$ cat src/rtl/hazard_fwd_unit.sv
// hazard_fwd_unit: scoreboard-based operand forwarding, load-use stall and branch flush control
module hazard_fwd_unit #(
  parameter int DATA_W     = 32,
  parameter int REG_AW     = 5,
  parameter int DEPTH      = 3,
  parameter int LOAD_STAGE = 2,
  parameter int BR_STAGE   = 1,
  parameter int CNT_W      = 16
) (
  input  logic                    clk,
  input  logic                    rst,
  input  logic                    id_valid,
  input  logic [REG_AW-1:0]       id_rs,
  input  logic [REG_AW-1:0]       id_rt,
  input  logic                    id_uses_rs,
  input  logic                    id_uses_rt,
  input  logic [REG_AW-1:0]       id_rd,
  input  logic                    id_regwrite,
  input  logic                    id_memread,
  input  logic                    br_taken,
  input  logic [DATA_W-1:0]       rf_rs_data,
  input  logic [DATA_W-1:0]       rf_rt_data,
  input  logic [DEPTH*DATA_W-1:0] stage_data,
  output logic [DATA_W-1:0]       id_rs_data,
  output logic [DATA_W-1:0]       id_rt_data,
  output logic                    stall,
  output logic                    flush_if_id,
  output logic                    flush_id_ex,
  output logic [DEPTH-1:0]        flush_mask,
  output logic [CNT_W-1:0]        stall_cnt,
  output logic [CNT_W-1:0]        flush_cnt
);
  typedef struct packed {
    logic              valid;
    logic [REG_AW-1:0] rd;
    logic              regwrite;
    logic              is_load;
  } ent_t;
  ent_t [DEPTH-1:0] sb, sb_nxt;
  logic [DEPTH-1:0] live;
  logic rs_haz, rt_haz;
  // Scan oldest to youngest so the lowest matching entry has the final say.
  function automatic logic [DATA_W:0] resolve(
    input logic                    uses,
    input logic [REG_AW-1:0]       r,
    input logic [DATA_W-1:0]       rf,
    input ent_t [DEPTH-1:0]        e,
    input logic [DEPTH-1:0]        lv,
    input logic [DEPTH*DATA_W-1:0] sd
  );
    logic [DATA_W:0] res;
    res = {1'b0, rf};
    for (int k = DEPTH - 1; k >= 0; k--)
      if (uses && r != '0 && lv[k] && e[k].rd == r)
        res = {e[k].is_load && (k < LOAD_STAGE), sd[k*DATA_W +: DATA_W]};
    return res;
  endfunction
  for (genvar k = 0; k < DEPTH; k++) begin : g_e
    assign flush_mask[k] = br_taken && (k < BR_STAGE);
    assign live[k] = sb[k].valid && sb[k].regwrite && sb[k].rd != '0 && !flush_mask[k];
  end
  assign {rs_haz, id_rs_data} = resolve(id_uses_rs, id_rs, rf_rs_data, sb, live, stage_data);
  assign {rt_haz, id_rt_data} = resolve(id_uses_rt, id_rt, rf_rt_data, sb, live, stage_data);
  assign stall       = id_valid && !br_taken && (rs_haz || rt_haz);
  assign flush_if_id = br_taken;
  assign flush_id_ex = br_taken;
  // Flushed entries are dropped as they shift, so younger-than-branch work never resurfaces.
  always_comb begin
    sb_nxt[0] = {id_valid && !stall && !br_taken, id_rd, id_regwrite, id_memread};
    for (int k = 1; k < DEPTH; k++)
      sb_nxt[k] = flush_mask[k-1] ? '0 : sb[k-1];
  end
  always_ff @(posedge clk or posedge rst)
    if (rst) begin
      sb        <= '0;
      stall_cnt <= '0;
      flush_cnt <= '0;
    end else begin
      sb <= sb_nxt;
      if (stall && !(&stall_cnt)) stall_cnt <= stall_cnt + CNT_W'(1);
      if (br_taken && !(&flush_cnt)) flush_cnt <= flush_cnt + CNT_W'(1);
    end
endmodule

$ cat config.mk
export PLATFORM = sky130hd
export DESIGN_NAME = hazard_fwd_unit
export DESIGN_NICKNAME = d
export VERILOG_FILES = /design/src/rtl/hazard_fwd_unit.sv
export SDC_FILE = /design/constraint.sdc
export NUM_CORES = 1
export LEC_CHECK = 0
export BUFFER_PORTS_ARGS = -buffer_cell sky130_fd_sc_hd__buf_2
export CORE_AREA = 2 2 109 111
export CTS_CLUSTER_DIAMETER = 60
export DETAILED_ROUTE_END_ITERATION = 7
export DIE_AREA = 0 0 111 113
export PLACE_DENSITY = 0.88
export SKIP_CTS_REPAIR_TIMING = 1
export SYNTH_ARGS = -nofsm -noshare
export SYNTH_HDL_FRONTEND = slang
export SYNTH_SLANG_ARGS = --single-unit
$ cat constraint.sdc
create_clock -name clk -period 6.3 [get_ports clk]
set_input_delay 0.63 -clock clk [delete_from_list [all_inputs] [get_ports clk]]
set_output_delay 0.63 -clock clk [all_outputs]
set_load 0.05 [all_outputs]
* Yosys cells after proc, flatten, opt, wreduce, memory -nomap -nowiden *
Cells that the tools add are included.

operators by class
  $add $sub $neg = 2
  equal/unequal tests = 6
  multiplexer cells = 7
  reductions and logical operators = 39

operator list
  cell                                           number
  two-way mux 33 bit                             4
  two-way mux 32 bit                             2
  adder 16 x 1 -> 16 bit, second input constant  2
  AND reduction 16 bit                           2
  equality test 5 bit                            6
  logical AND 1 bit                              27
  nonzero test 5 bit                             5
  two-way mux 8 bit                              1
  logical NOT 1 bit                              4
  logical OR 1 bit                               1

storage, ports and cells
  register bits after elaboration = 55
  input bits = 183
  word-level logic and storage cells = 67

* Depth between registers and ports, before layout *
Gate-level depths: netlist (run 1).

  word-level depth = 12
  gate-level depth with buffers = 8
  depth with buffers taken out = 7

* Worst setup path after synthesis (run 1) *
Ideal clock, no wire load.

  path kind = input-to-output
  from = input port id_rt[2]
  to = output port id_rt_data[0]
  arrival = 3179 ps
  data required time = 5670 ps
  slack = 2491 ps
  stages on the path = 7
  path buffers = 1
  cell sequence = or4_1 > o21ai_2 > or4_1 > nor2_1 > clkbuf_1 > a21oi_1 > o21ai_0

on the way
  cells in the longest elaborated chain, start to end = 7
  elaborated cells on any way between the ends = 14
  classes of those cells = eq/ne (3); mux (3); reduce/logical (8)

RTL lines
  item                            line  source
  from (decl)                     14    input logic [REG_AW-1:0] id_rt,
  nonzero test 5 bit              54    if (uses && r != '0 && lv[k] && e[k].rd == r)
  logical AND 1 bit (3 in a row)  54
  two-way mux 32 bit              54
  two-way mux 33 bit              54
  two-way mux 33 bit *            54
  to (decl)                       25    output logic [DATA_W-1:0] id_rt_data,

Every way passes the cells marked *; elsewhere a longest branch is shown, timed or not.

* Worst setup path after layout (run 1) *
  from = input port id_rt[2]
  to = output port id_rt_data[3]

Same word-level chain as after synthesis.

==> results of run 1 <==
[sequential cells by signal, indices dropped and copies added, names as in the netlist]
name / flops
sb: 23
flush_cnt: 16
stall_cnt: 16
[metrics by stage]
stage                      power, W  std cells  hold slack [ns]  setup WS [ns]  utilization
after CTS                  0.001142        990           0.4175          2.309       0.5553
after global routing       0.001188        993           0.4310          2.110       0.5560
after detailed placement  0.0008236        982           0.4079          2.331       0.5399
after global placement    0.0008190        982           0.3902          2.362       0.5399
final                      0.001135        998           0.4158          2.243       0.5571
after floorplan           0.0006783        590           0.3737          2.491            -
[critical path, cell delays in order]
cell and delay (ns):
buf_2 0.15, or4_1 0.15, o21ai_2 0.09, or4_1 0.60, nor2_4 0.82, buf_4 0.35, a21oi_1 0.08, o21ai_0 0.20
buf_2 0.31
[final cells by class]
| type | instances | area share |
|---|---|---|
| Timing Repair Buffer | 288 | 0.2319 |
| Antenna cell | 8 | 0.003188 |
| Sequential cell | 55 | 0.2192 |
| Tap cell | 143 | 0.02849 |
| Multi-Input combinational cell | 493 | 0.4877 |
| Clock buffer | 6 | 0.02212 |
| Clock inverter | 2 | 0.005579 |
| Inverter | 3 | 0.001793 |
[layout by cell type (no fill, tap or decap), types with 13 or more instances in the layout]
master	instances
o21ai_0	64
nor2_1	69
xnor2_1	50
a21oi_1	65
buf_2	282
nand3_1	16
dfrtp_1	55
and3_1	13
mux2i_1	64
nand2_1	80
[report_power, final]
group | internal, W | switching (W)
clock | 0.000198 | 0.000118
sequential | 0.000382 | 0.0000381
combinational | 0.000128 | 0.000271
total | 0.000708 | 0.000428
[worst max-delay path by stage]
stage	slack [ns]	end	start	cells past startpoint
4_1_cts	2.31	id_rt_data[3]	id_rt[1]	9
5_1_grt	2.11	id_rt_data[9]	id_rt[2]	9
3_3_place_gp	2.36	id_rt_data[4]	id_rt[2]	9
2_1_floorplan	2.49	id_rt_data[0]	id_rt[2]	7
6_report	2.24	id_rt_data[3]	id_rt[2]	9
3_5_place_dp	2.33	id_rt_data[3]	id_rt[2]	9
[layer usage]
metal  GRT usage  wire length, µm  vias up  share of wire
met5           0               38        -         0.0022
met4     0.08333              594        6          0.034
met2      0.4339             8193      299           0.47
met3     0.06963             1675       46          0.097
met1      0.3411             6773     2457           0.39
li1            -                -     2566              -
[logic make-up (layout without fill, tap and decap cells)]
kind of cell | Yosys count | after routing | share of synthesized area
xor+xnor | 58 | 58 | 0.1109
buf+inv | 42 | 299 | 0.04178
simple gates | 224 | 224 | 0.2308
fa+ha+maj | 2 | 2 | 0.005461
compound gates | 141 | 141 | 0.1652
mux | 66 | 66 | 0.1447
other cells | 1 | 10 | 0.0008184
flops | 55 | 55 | 0.3004
==> impl_metrics.py, run 1 <==
metrics = {
    "outcome": {
        "outcome": "completed",
    },
    "finish": {
        "drive_gt1_frac": 0.3743,
        "nets": 1031,
        "regArea_um2": 1376,
        "fillers": 1068,
        "area_growth_pct": 37.06,
        "fin_area_um2": 6280,
        "multi_input_area_um2": 3063,
    },
    "timing": {
        "layout_min_cycle_time_ns": 4.057,
        "hold_violations": 0,
        "fin_skew_ns": 0.003526,
        "setup-tns-final_ns": 0,
        "clock.fmax_ghz": 0.2465,
        "rsz0062_at_grt": "no",
        "period_share": 0.6440,
        "slew_violations": 0,
        "finalSetupViolCount": 0,
        "max-slew-margin-rel": 0.2635,
        "tightest_slew_ns": 1.103,
    },
    "cts": {
        "cts_root_buffer": "clkbuf_16",
        "clockBufferDepth": 2,
        "cts_sinks": 55,
        "clk-insertion-delay-late_ns": 0.29,
        "h-tree-depth": 2,
        "cts_tree": "built",
        "clkSlewWorstSetupHoldPaths_ns": 0.06,
        "numCtsBuffers": 5,
    },
    "synthesis": {
        "synth.distinct_cells": 43,
        "yosys.area.top_type": "dfrtp_1",
        "ys_ff_latch": 55,
        "synth-main-ff-cell": "dfrtp_1",
        "synth-edff-count": 0,
        "ys_seq_area_frac": 0.3004,
        "yosys-top-cells-count": "80 x nand2_1, 71 x nor2_1, 65 x a21oi_1",
        "ys_top_cells_by_area": "dfrtp_1 30%, mux2i_1 14%, xnor2_1 9.6%, a21oi_1 7.1%, o21ai_0 7.0%",
        "syn_inst": 589,
        "synth-warning-count": 0,
        "avgSynthCellArea_um2": 7.779,
        "syn_area_um2": 4582,
        "synth_top_area_share": 0.3004,
        "yosysMostFrequentCell": "nand2_1",
        "async_reset_ff_frac": 1.000,
    },
    "grt": {
        "grt_use_total": 0.2636,
        "grt_max_degree": 67,
        "antenna_found_initial": 10,
        "grt_overflow_total": 0,
        "grt_pass1_vias": 5061,
        "grt_pass1_wl_mm": 26.49,
    },
    "place": {
        "placed_cell_area_um2": 6086,
        "gp_congestion": 0.9734,
        "numPortBuffers": 282,
        "dp_hpwl_mm": 13.91,
    },
    "floorplan": {
        "start_util": 0.4065,
        "num_io_pins": 285,
        "dieArea_um2": 12540,
        "die_h_um": 113,
        "core_area_um2": 11270,
        "fp-row-count": 39,
        "die_x_um": 111,
    },
    "setup_path": {
        "critical_path_class": "primary input to primary output",
        "required_ns": 5.67,
        "critical_path.reg2reg.endpoint": "stall_cnt[1]$_DFFE_PP0P_",
        "r2r_slack_ns": 3.04,
        "start_kind": "primary input",
        "cp-end-kind": "primary output",
        "worstReg2RegStart": "sb[5]$_DFF_PP0_",
        "worst-r2r-cell-count": 8,
        "crit_path_max_fanout": 48,
        "worstPathArrival_ns": 3.43,
    },
    "routing": {
        "drt_pass1_iterations": 8,
        "route.detailed.drc": 0,
        "postRouteAntennaNets": 0,
        "dr_total_vias": 5374,
        "drt_iter0_markers": 689,
        "wl_per_cell_um": 17.31,
        "drt_wl_total_mm": 17.28,
        "viasPerCell": 5.385,
    },
    "pwr": {
        "p_leak_nw": 2.857,
        "power.density_nw_per_um2": 180.8,
        "peakVddDrop_v": 0.0003225,
    },
    "run": {
        "max-cap-violations": 0,
    },
    "min_path": {
        "hold_depth": 0,
        "hp-class": "register to register",
        "min_from": "sb[15]$_DFF_PP0_",
        "hold_end": "sb[23]$_DFF_PP0_",
    },
}
(Power assumes the default switching activity.)
==> run 2: changes to the inputs <==
--- a/config.mk
+++ b/config.mk
@@ -5,12 +5,14 @@
 export SDC_FILE = /design/constraint.sdc
 export NUM_CORES = 1
 export LEC_CHECK = 0
+export ABC_AREA = 1
 export BUFFER_PORTS_ARGS = -buffer_cell sky130_fd_sc_hd__buf_2
-export CORE_AREA = 2 2 109 111
+export CORE_ASPECT_RATIO = 0.8
+export CORE_MARGIN = 2
+export CORE_UTILIZATION = 46
 export CTS_CLUSTER_DIAMETER = 60
 export DETAILED_ROUTE_END_ITERATION = 7
-export DIE_AREA = 0 0 111 113
-export PLACE_DENSITY = 0.88
+export PLACE_DENSITY = 0.93
 export SKIP_CTS_REPAIR_TIMING = 1
 export SYNTH_ARGS = -nofsm -noshare
 export SYNTH_HDL_FRONTEND = slang
==> constraint.sdc (replaced) <==
create_clock -name clk -period 4.04 [get_ports clk]
set_input_delay 0.404 -clock clk [delete_from_list [all_inputs] [get_ports clk]]
set_output_delay 0.404 -clock clk [all_outputs]
set_load 0.05 [all_outputs]
==> run 2 against run 1 <==
  * Wire length is 21% higher
  * Worst hold slack worse by 0.20 ns
  * Clock power is 56% higher
  * Setup slack worse by 1.3 ns
  * Sequential power is 55% higher
  * Register-to-register slack worse by 1.4 ns
  * Critical path depth is 1 lower
  * Flip-flop and latch count stayed put
  * Final cell count is 36% higher
  * Critical endpoint is now id_rt_data[24]
  * Largest cell class unchanged
  * Largest power group is now combinational cells
  * Highest routed layer is now met4
==> impl_metrics.py, run 2 <==
metrics = {
    "outcome": {
        "outcome": "completed",
    },
    "timing": {
        "tightest_slew_ns": 1.125,
        "fin_skew_ns": 0.008483,
        "period_share": 0.7644,
        "rsz0062_at_grt": "no",
        "slew_violations": 0,
        "setup_ws_ns": 0.9518,
        "hold_violations": 0,
        "max-slew-margin-rel": 0.2484,
        "clock.fmax_ghz": 0.3238,
        "finalSetupViolCount": 0,
        "setup-tns-final_ns": 0,
        "layout_min_cycle_time_ns": 3.088,
    },
    "setup_path": {
        "crit_path_start": "sb[22]$_DFF_PP0_",
        "crit_path_end": "id_rt_data[24]",
        "critical-path-max-stage-delay_ns": 0.68,
        "required_ns": 3.64,
        "worst-r2r-cell-count": 14,
        "worstPathArrival_ns": 2.68,
        "critPathSlowestCell": "nand2_1",
        "critical_path_class": "register to primary output",
        "path_delay_family": "simple AND/OR/NAND/NOR gates",
        "path_cells": "nand3b_1, nand3_1, nor3_2, nand2_1, nand2_1, nand3_1, a31oi_1, buf_2",
        "cp.depth": 8,
        "crit_path_max_fanout": 29,
        "critical_path.reg2reg.endpoint": "stall_cnt[4]$_DFFE_PP0P_",
        "critical_path_buf_inv_count": 1,
        "cp-end-kind": "primary output",
        "worstReg2RegStart": "sb[10]$_DFF_PP0_",
        "r2r_slack_ns": 1.65,
        "start_kind": "register",
    },
    "pwr": {
        "power.density_nw_per_um2": 257.0,
        "power_frac_comb": 0.368,
        "p_int_w": 0.001087,
        "peakVddDrop_v": 0.0002503,
        "seqPwrFrac": 0.360,
        "p_leak_nw": 4.230,
        "switchingPower_w": 0.0007239,
        "clkPwrFrac": 0.272,
        "netSwitchingFraction": 0.3997,
    },
    "cts": {
        "clkSlewWorstSetupHoldPaths_ns": 0.07,
        "h-tree-depth": 2,
        "cts_root_buffer": "clkbuf_16",
        "clockBufferDepth": 2,
        "clk-insertion-delay-late_ns": 0.30,
        "cts_tree": "built",
        "cts_sinks": 55,
        "numCtsBuffers": 5,
    },
    "grt": {
        "grt_pass1_wl_mm": 31.75,
        "grt_max_degree": 65,
        "antenna_found_initial": 6,
        "grt_pass1_vias": 6524,
        "grt_use_total": 0.3067,
        "grt_overflow_total": 0,
    },
    "synthesis": {
        "synth_top_area_share": 0.2685,
        "ys_seq_area_frac": 0.2537,
        "yosysMostFrequentCell": "nand2_1",
        "synth-warning-count": 0,
        "async_reset_ff_frac": 1.000,
        "synth-main-ff-cell": "dfrtp_1",
        "yosys.area.top_type": "nand2_1",
        "synth-edff-count": 0,
        "syn_inst": 954,
        "avgSynthCellArea_um2": 5.687,
        "yosys-top-cells-count": "388 x nand2_1, 115 x inv_1, 91 x nand3_1",
        "syn_area_um2": 5425,
        "synth.distinct_cells": 31,
        "ys_top_cells_by_area": "nand2_1 27%, dfrtp_1 25%, nand3_1 8.4%, inv_1 8.0%, nor2_1 5.7%",
        "ys_ff_latch": 55,
    },
    "floorplan": {
        "die_x_um": 125.4,
        "core_area_um2": 11520,
        "fp-row-count": 35,
        "dieArea_um2": 12680,
        "num_io_pins": 285,
        "start_util": 0.4710,
        "die_h_um": 101.1,
    },
    "routing": {
        "drt_wl_total_mm": 20.86,
        "route.detailed.drc": 0,
        "drt_iter0_markers": 638,
        "wl_per_cell_um": 15.34,
        "postRouteAntennaNets": 0,
        "dr_total_vias": 7261,
        "drt_pass1_iterations": 7,
        "viasPerCell": 5.339,
    },
    "finish": {
        "nets": 1390,
        "fillers": 1125,
        "largest_reg_flops": 23,
        "final_cell_mix": "388 x nand2_1, 282 x buf_2, 114 x inv_1",
        "top_regs": "sb (23), flush_cnt (16), stall_cnt (16)",
        "area_growth_pct": 29.91,
        "final_common_cell": "nand2_1",
        "regMostFlops": "sb",
        "drive_gt1_frac": 0.2653,
    },
    "place": {
        "numPortBuffers": 282,
        "pre_cts_ws_ns": 1.098,
        "gp_congestion": 0.9652,
        "dp_hpwl_mm": 15.86,
    },
    "run": {
        "max-cap-violations": 0,
    },
    "min_path": {
        "hp-class": "primary input to register",
    },
}
## run 2: cell families after synthesis
logic type,count (synthesis),share of synthesized area
AO/OA/AOI/OAI,75,0.07772
XOR/XNOR,38,0.06135
adder cells (fa/ha/maj),2,0.004612
buffers and inverters,172,0.1319
flip-flops,55,0.2537
other,1,0.0006912
AND/OR/NAND/NOR,611,0.4700
## run 2: power groups by stage
stage | clock, W | sequential [W] | combinational (W)
global placement | 0 | 0.000656 | 0.000649
floorplan | 0 | 0.000758 | 0.000333
detailed placement | 0 | 0.000659 | 0.000661
global route | 0.000526 | 0.000657 | 0.000718
CTS | 0.000492 | 0.000650 | 0.000665
finish | 0.000493 | 0.000652 | 0.000667
## run 2: cell type report
| type | count | area, µm² | area share |
|---|---|---|---|
| tap | 148 | 185.2 | 0.02627 |
| inverter | 121 | 454.2 | 0.06444 |
| clock buffer | 6 | 128.9 | 0.01829 |
| antenna | 6 | 15.01 | 0.002130 |
| multi-input combinational | 728 | 3348 | 0.4751 |
| clock inverter | 2 | 38.79 | 0.005503 |
| timing repair buffer | 294 | 1501 | 0.2130 |
| sequential | 55 | 1376 | 0.1953 |
## run 2: how the worst min path moves through the flow
| stage | slack, ns | depth (start not counted) | end | start |
|---|---|---|---|---|
| 4_1_cts | 0.21 | 1 | sb[3]$_DFF_PP0_ | id_rd[1] |
| 6_report | 0.21 | 1 | sb[4]$_DFF_PP0_ | id_rd[2] |
| 2_1_floorplan | 0.35 | 0 | sb[17]$_DFF_PP0_ | sb[9]$_DFF_PP0_ |
| 5_1_grt | 0.20 | 1 | sb[4]$_DFF_PP0_ | id_rd[2] |
| 3_3_place_gp | 0.36 | 0 | sb[17]$_DFF_PP0_ | sb[9]$_DFF_PP0_ |
| 3_5_place_dp | 0.37 | 0 | sb[23]$_DFF_PP0_ | sb[15]$_DFF_PP0_ |
## run 2: metal layers
metal	part of all wire	up-vias	wire length, µm	global-route usage
li1	-	3471	-	-
met1	0.40	3278	8367	0.4036
met2	0.47	448	9728	0.5148
met3	0.095	64	1987	0.04649
met4	0.037	0	777	0.1205
met5	0	-	0	0
## run 2: through the flow
stage	instance area, µm²	hold slack, ns	std cells	total power (W)	utilization
finish	7048	0.2131	1360	0.001811	0.6120
detailed placement	6865	0.3655	1346	0.001320	0.5961
floorplan	5429	0.3535	955	0.001091	-
CTS	7033	0.2130	1354	0.001806	0.6106
global route	7048	0.2010	1360	0.001900	0.6120
global placement	6865	0.3597	1346	0.001305	0.5961
## run 2: worst register-to-register path: cells and delay by family, from the launching register on
family                 cells  cell delay [ns]
AND/OR/NAND/NOR           12             1.42
buffers and inverters      2             0.44
flip-flops                 1             0.43
==> run 3: changes to the inputs <==
==> constraint.sdc (replaced) <==
create_clock -name clk -period 3.1 [get_ports clk]
set_input_delay 0.31 -clock clk [delete_from_list [all_inputs] [get_ports clk]]
set_output_delay 0.31 -clock clk [all_outputs]
set_load 0.05 [all_outputs]
==> run 3 against run 2 <==
  * Worst hold slack worse by 0.098 ns
  * Critical path depth increased by 4
  * Die area unchanged
  * Register-to-register slack got worse by 0.92 ns
  * Combinational power up 32%
  * Wire length up 2.1%
  * Final cell count grew 0.59%
  * Sequential power rose by 30%
  * Clock power rose by 21%
  * Flip-flop and latch count unchanged
  * Clock skew grew 0.0025 ns
  * Largest cell class unchanged
==> impl_metrics.py, run 3 (synthesized netlist as in run 2, its figures left out) <==
metrics = {
    "grt": {
        "antenna_found_initial": 6,
        "grt_pass1_wl_mm": 33.46,
        "grt_overflow_total": 0,
        "grt_pass1_vias": 6724,
        "grt_max_degree": 65,
        "grt_use_total": 0.3225,
    },
    "run": {
        "max-cap-violations": 0,
    },
    "setup_path": {
        "worstReg2RegStart": "sb[11]$_DFF_PP0_",
        "worst-r2r-cell-count": 14,
        "critical_path.reg2reg.endpoint": "stall_cnt[14]$_DFFE_PP0P_",
        "critical_path_class": "register to primary output",
        "worstPathArrival_ns": 2.53,
        "required_ns": 2.79,
        "start_kind": "register",
        "cp-end-kind": "primary output",
        "crit_path_end": "stall",
        "crit_path_start": "sb[11]$_DFF_PP0_",
        "r2r_slack_ns": 0.73,
        "crit_path_max_fanout": 30,
    },
    "floorplan": {
        "num_io_pins": 285,
        "dieArea_um2": 12680,
        "die_x_um": 125.4,
        "core_area_um2": 11520,
        "die_h_um": 101.1,
        "fp-row-count": 35,
        "start_util": 0.4710,
    },
    "routing": {
        "wl_met1_mm": 8.465,
        "wl_met3_mm": 2.106,
        "postRouteAntennaNets": 0,
        "drt_pass1_iterations": 6,
        "dr_total_vias": 7263,
        "route.detailed.drc": 0,
        "wl_met2_mm": 10.03,
        "viasPerCell": 5.309,
        "drt_iter0_markers": 607,
        "drt_wl_total_mm": 21.30,
        "wl_per_cell_um": 15.57,
        "topRoutingLayerUsed": "met4",
    },
    "finish": {
        "area_growth_pct": 31.25,
        "regMostFlops": "sb",
        "utilization": 0.6183,
        "final_common_cell": "nand2_1",
        "fillers": 1126,
        "drive_gt1_frac": 0.2698,
        "final_cell_mix": "388 x nand2_1, 281 x buf_2, 114 x inv_1",
        "nets": 1396,
        "largest_reg_flops": 23,
        "top_regs": "sb (23), flush_cnt (16), stall_cnt (16)",
        "fin_area_um2": 7121,
    },
    "timing": {
        "rsz0062_at_grt": "no",
        "fin_skew_ns": 0.01097,
        "slew_violations": 0,
        "clock.fmax_ghz": 0.3522,
        "finalSetupViolCount": 0,
        "setup-tns-final_ns": 0,
        "period_share": 0.9159,
        "hold_violations": 0,
        "worst_hold_slack_ns": 0.1156,
        "max-slew-margin-rel": 0.2498,
        "tightest_slew_ns": 1.124,
        "layout_min_cycle_time_ns": 2.839,
    },
    "cts": {
        "cts_tree": "built",
        "cts_root_buffer": "clkbuf_16",
        "clkSlewWorstSetupHoldPaths_ns": 0.07,
        "numCtsBuffers": 5,
        "clockBufferDepth": 2,
        "cts_sinks": 55,
        "clk-insertion-delay-late_ns": 0.30,
        "h-tree-depth": 2,
    },
    "min_path": {
        "min_from": "id_memread",
        "hold_depth": 1,
        "hp-class": "primary input to register",
    },
    "outcome": {
        "outcome": "completed",
    },
    "place": {
        "placed_cell_area_um2": 6938,
        "gp_congestion": 1.025,
        "dp_hpwl_mm": 16.62,
        "numPortBuffers": 282,
    },
    "pwr": {
        "p_leak_nw": 4.267,
        "peakVddDrop_v": 0.0002563,
        "power.density_nw_per_um2": 326.6,
    },
}
[run 3: power by group]
group	internal, W	switching [W]	leakage [nW]
Combinational	0.000262	0.000620	3.48
Clock	0.000329	0.000268	0.0790
Sequential	0.000774	0.0000720	0.710
[run 3: per-stage QoR]
stage | power (W) | cells | setup WS (ns)
final | 0.002326 | 1368 | 0.2607
after global routing | 0.002438 | 1366 | 0.01459
after CTS | 0.002330 | 1360 | 0.2221
after detailed placement | 0.001731 | 1352 | 0.5355
after global placement | 0.001722 | 1352 | 0.5624
after floorplan | 0.001421 | 955 | 0.3905
[run 3: worst min-delay path by stage]
stage	to	slack, ns
floorplan	sb[0]$_DFF_PP0_	0.34
global placement	sb[17]$_DFF_PP0_	0.36
detailed placement	sb[17]$_DFF_PP0_	0.38
CTS	sb[0]$_DFF_PP0_	0.11
global route	sb[0]$_DFF_PP0_	0.11
finish	sb[0]$_DFF_PP0_	0.12
[run 3: per-layer routing]
layer  GRT usage  vias to the layer above
met1      0.4232                     3255
met3     0.06392                       63
li1            -                     3495
met4      0.1316                        0
met5           0                        -
met2      0.5285                      450
[run 3: final cells by class]
type | count | area (µm²) | area share
clock buffers | 6 | 138.9 | 0.01950
repair buffers | 300 | 1578 | 0.2216
inverters | 121 | 454.2 | 0.06378
clock inverters | 2 | 20.02 | 0.002811
flip-flops and latches | 55 | 1376 | 0.1933
multi-input cells | 728 | 3348 | 0.4702
diodes | 8 | 20.02 | 0.002811
well taps | 148 | 185.2 | 0.02601
[run 3: worst max-delay path: stages, from the launching register on]
cell and delay, ns:
dfrtp_1 0.45, inv_1 0.10, nand2_1 0.07, nand2_1 0.04, nor2_1 0.13, nand3_1 0.10
nor2_2 0.19, buf_6 0.29, nand2_1 0.08, nand2_1 0.08, nand2_2 0.07, a21boi_0 0.30
buf_2 0.33
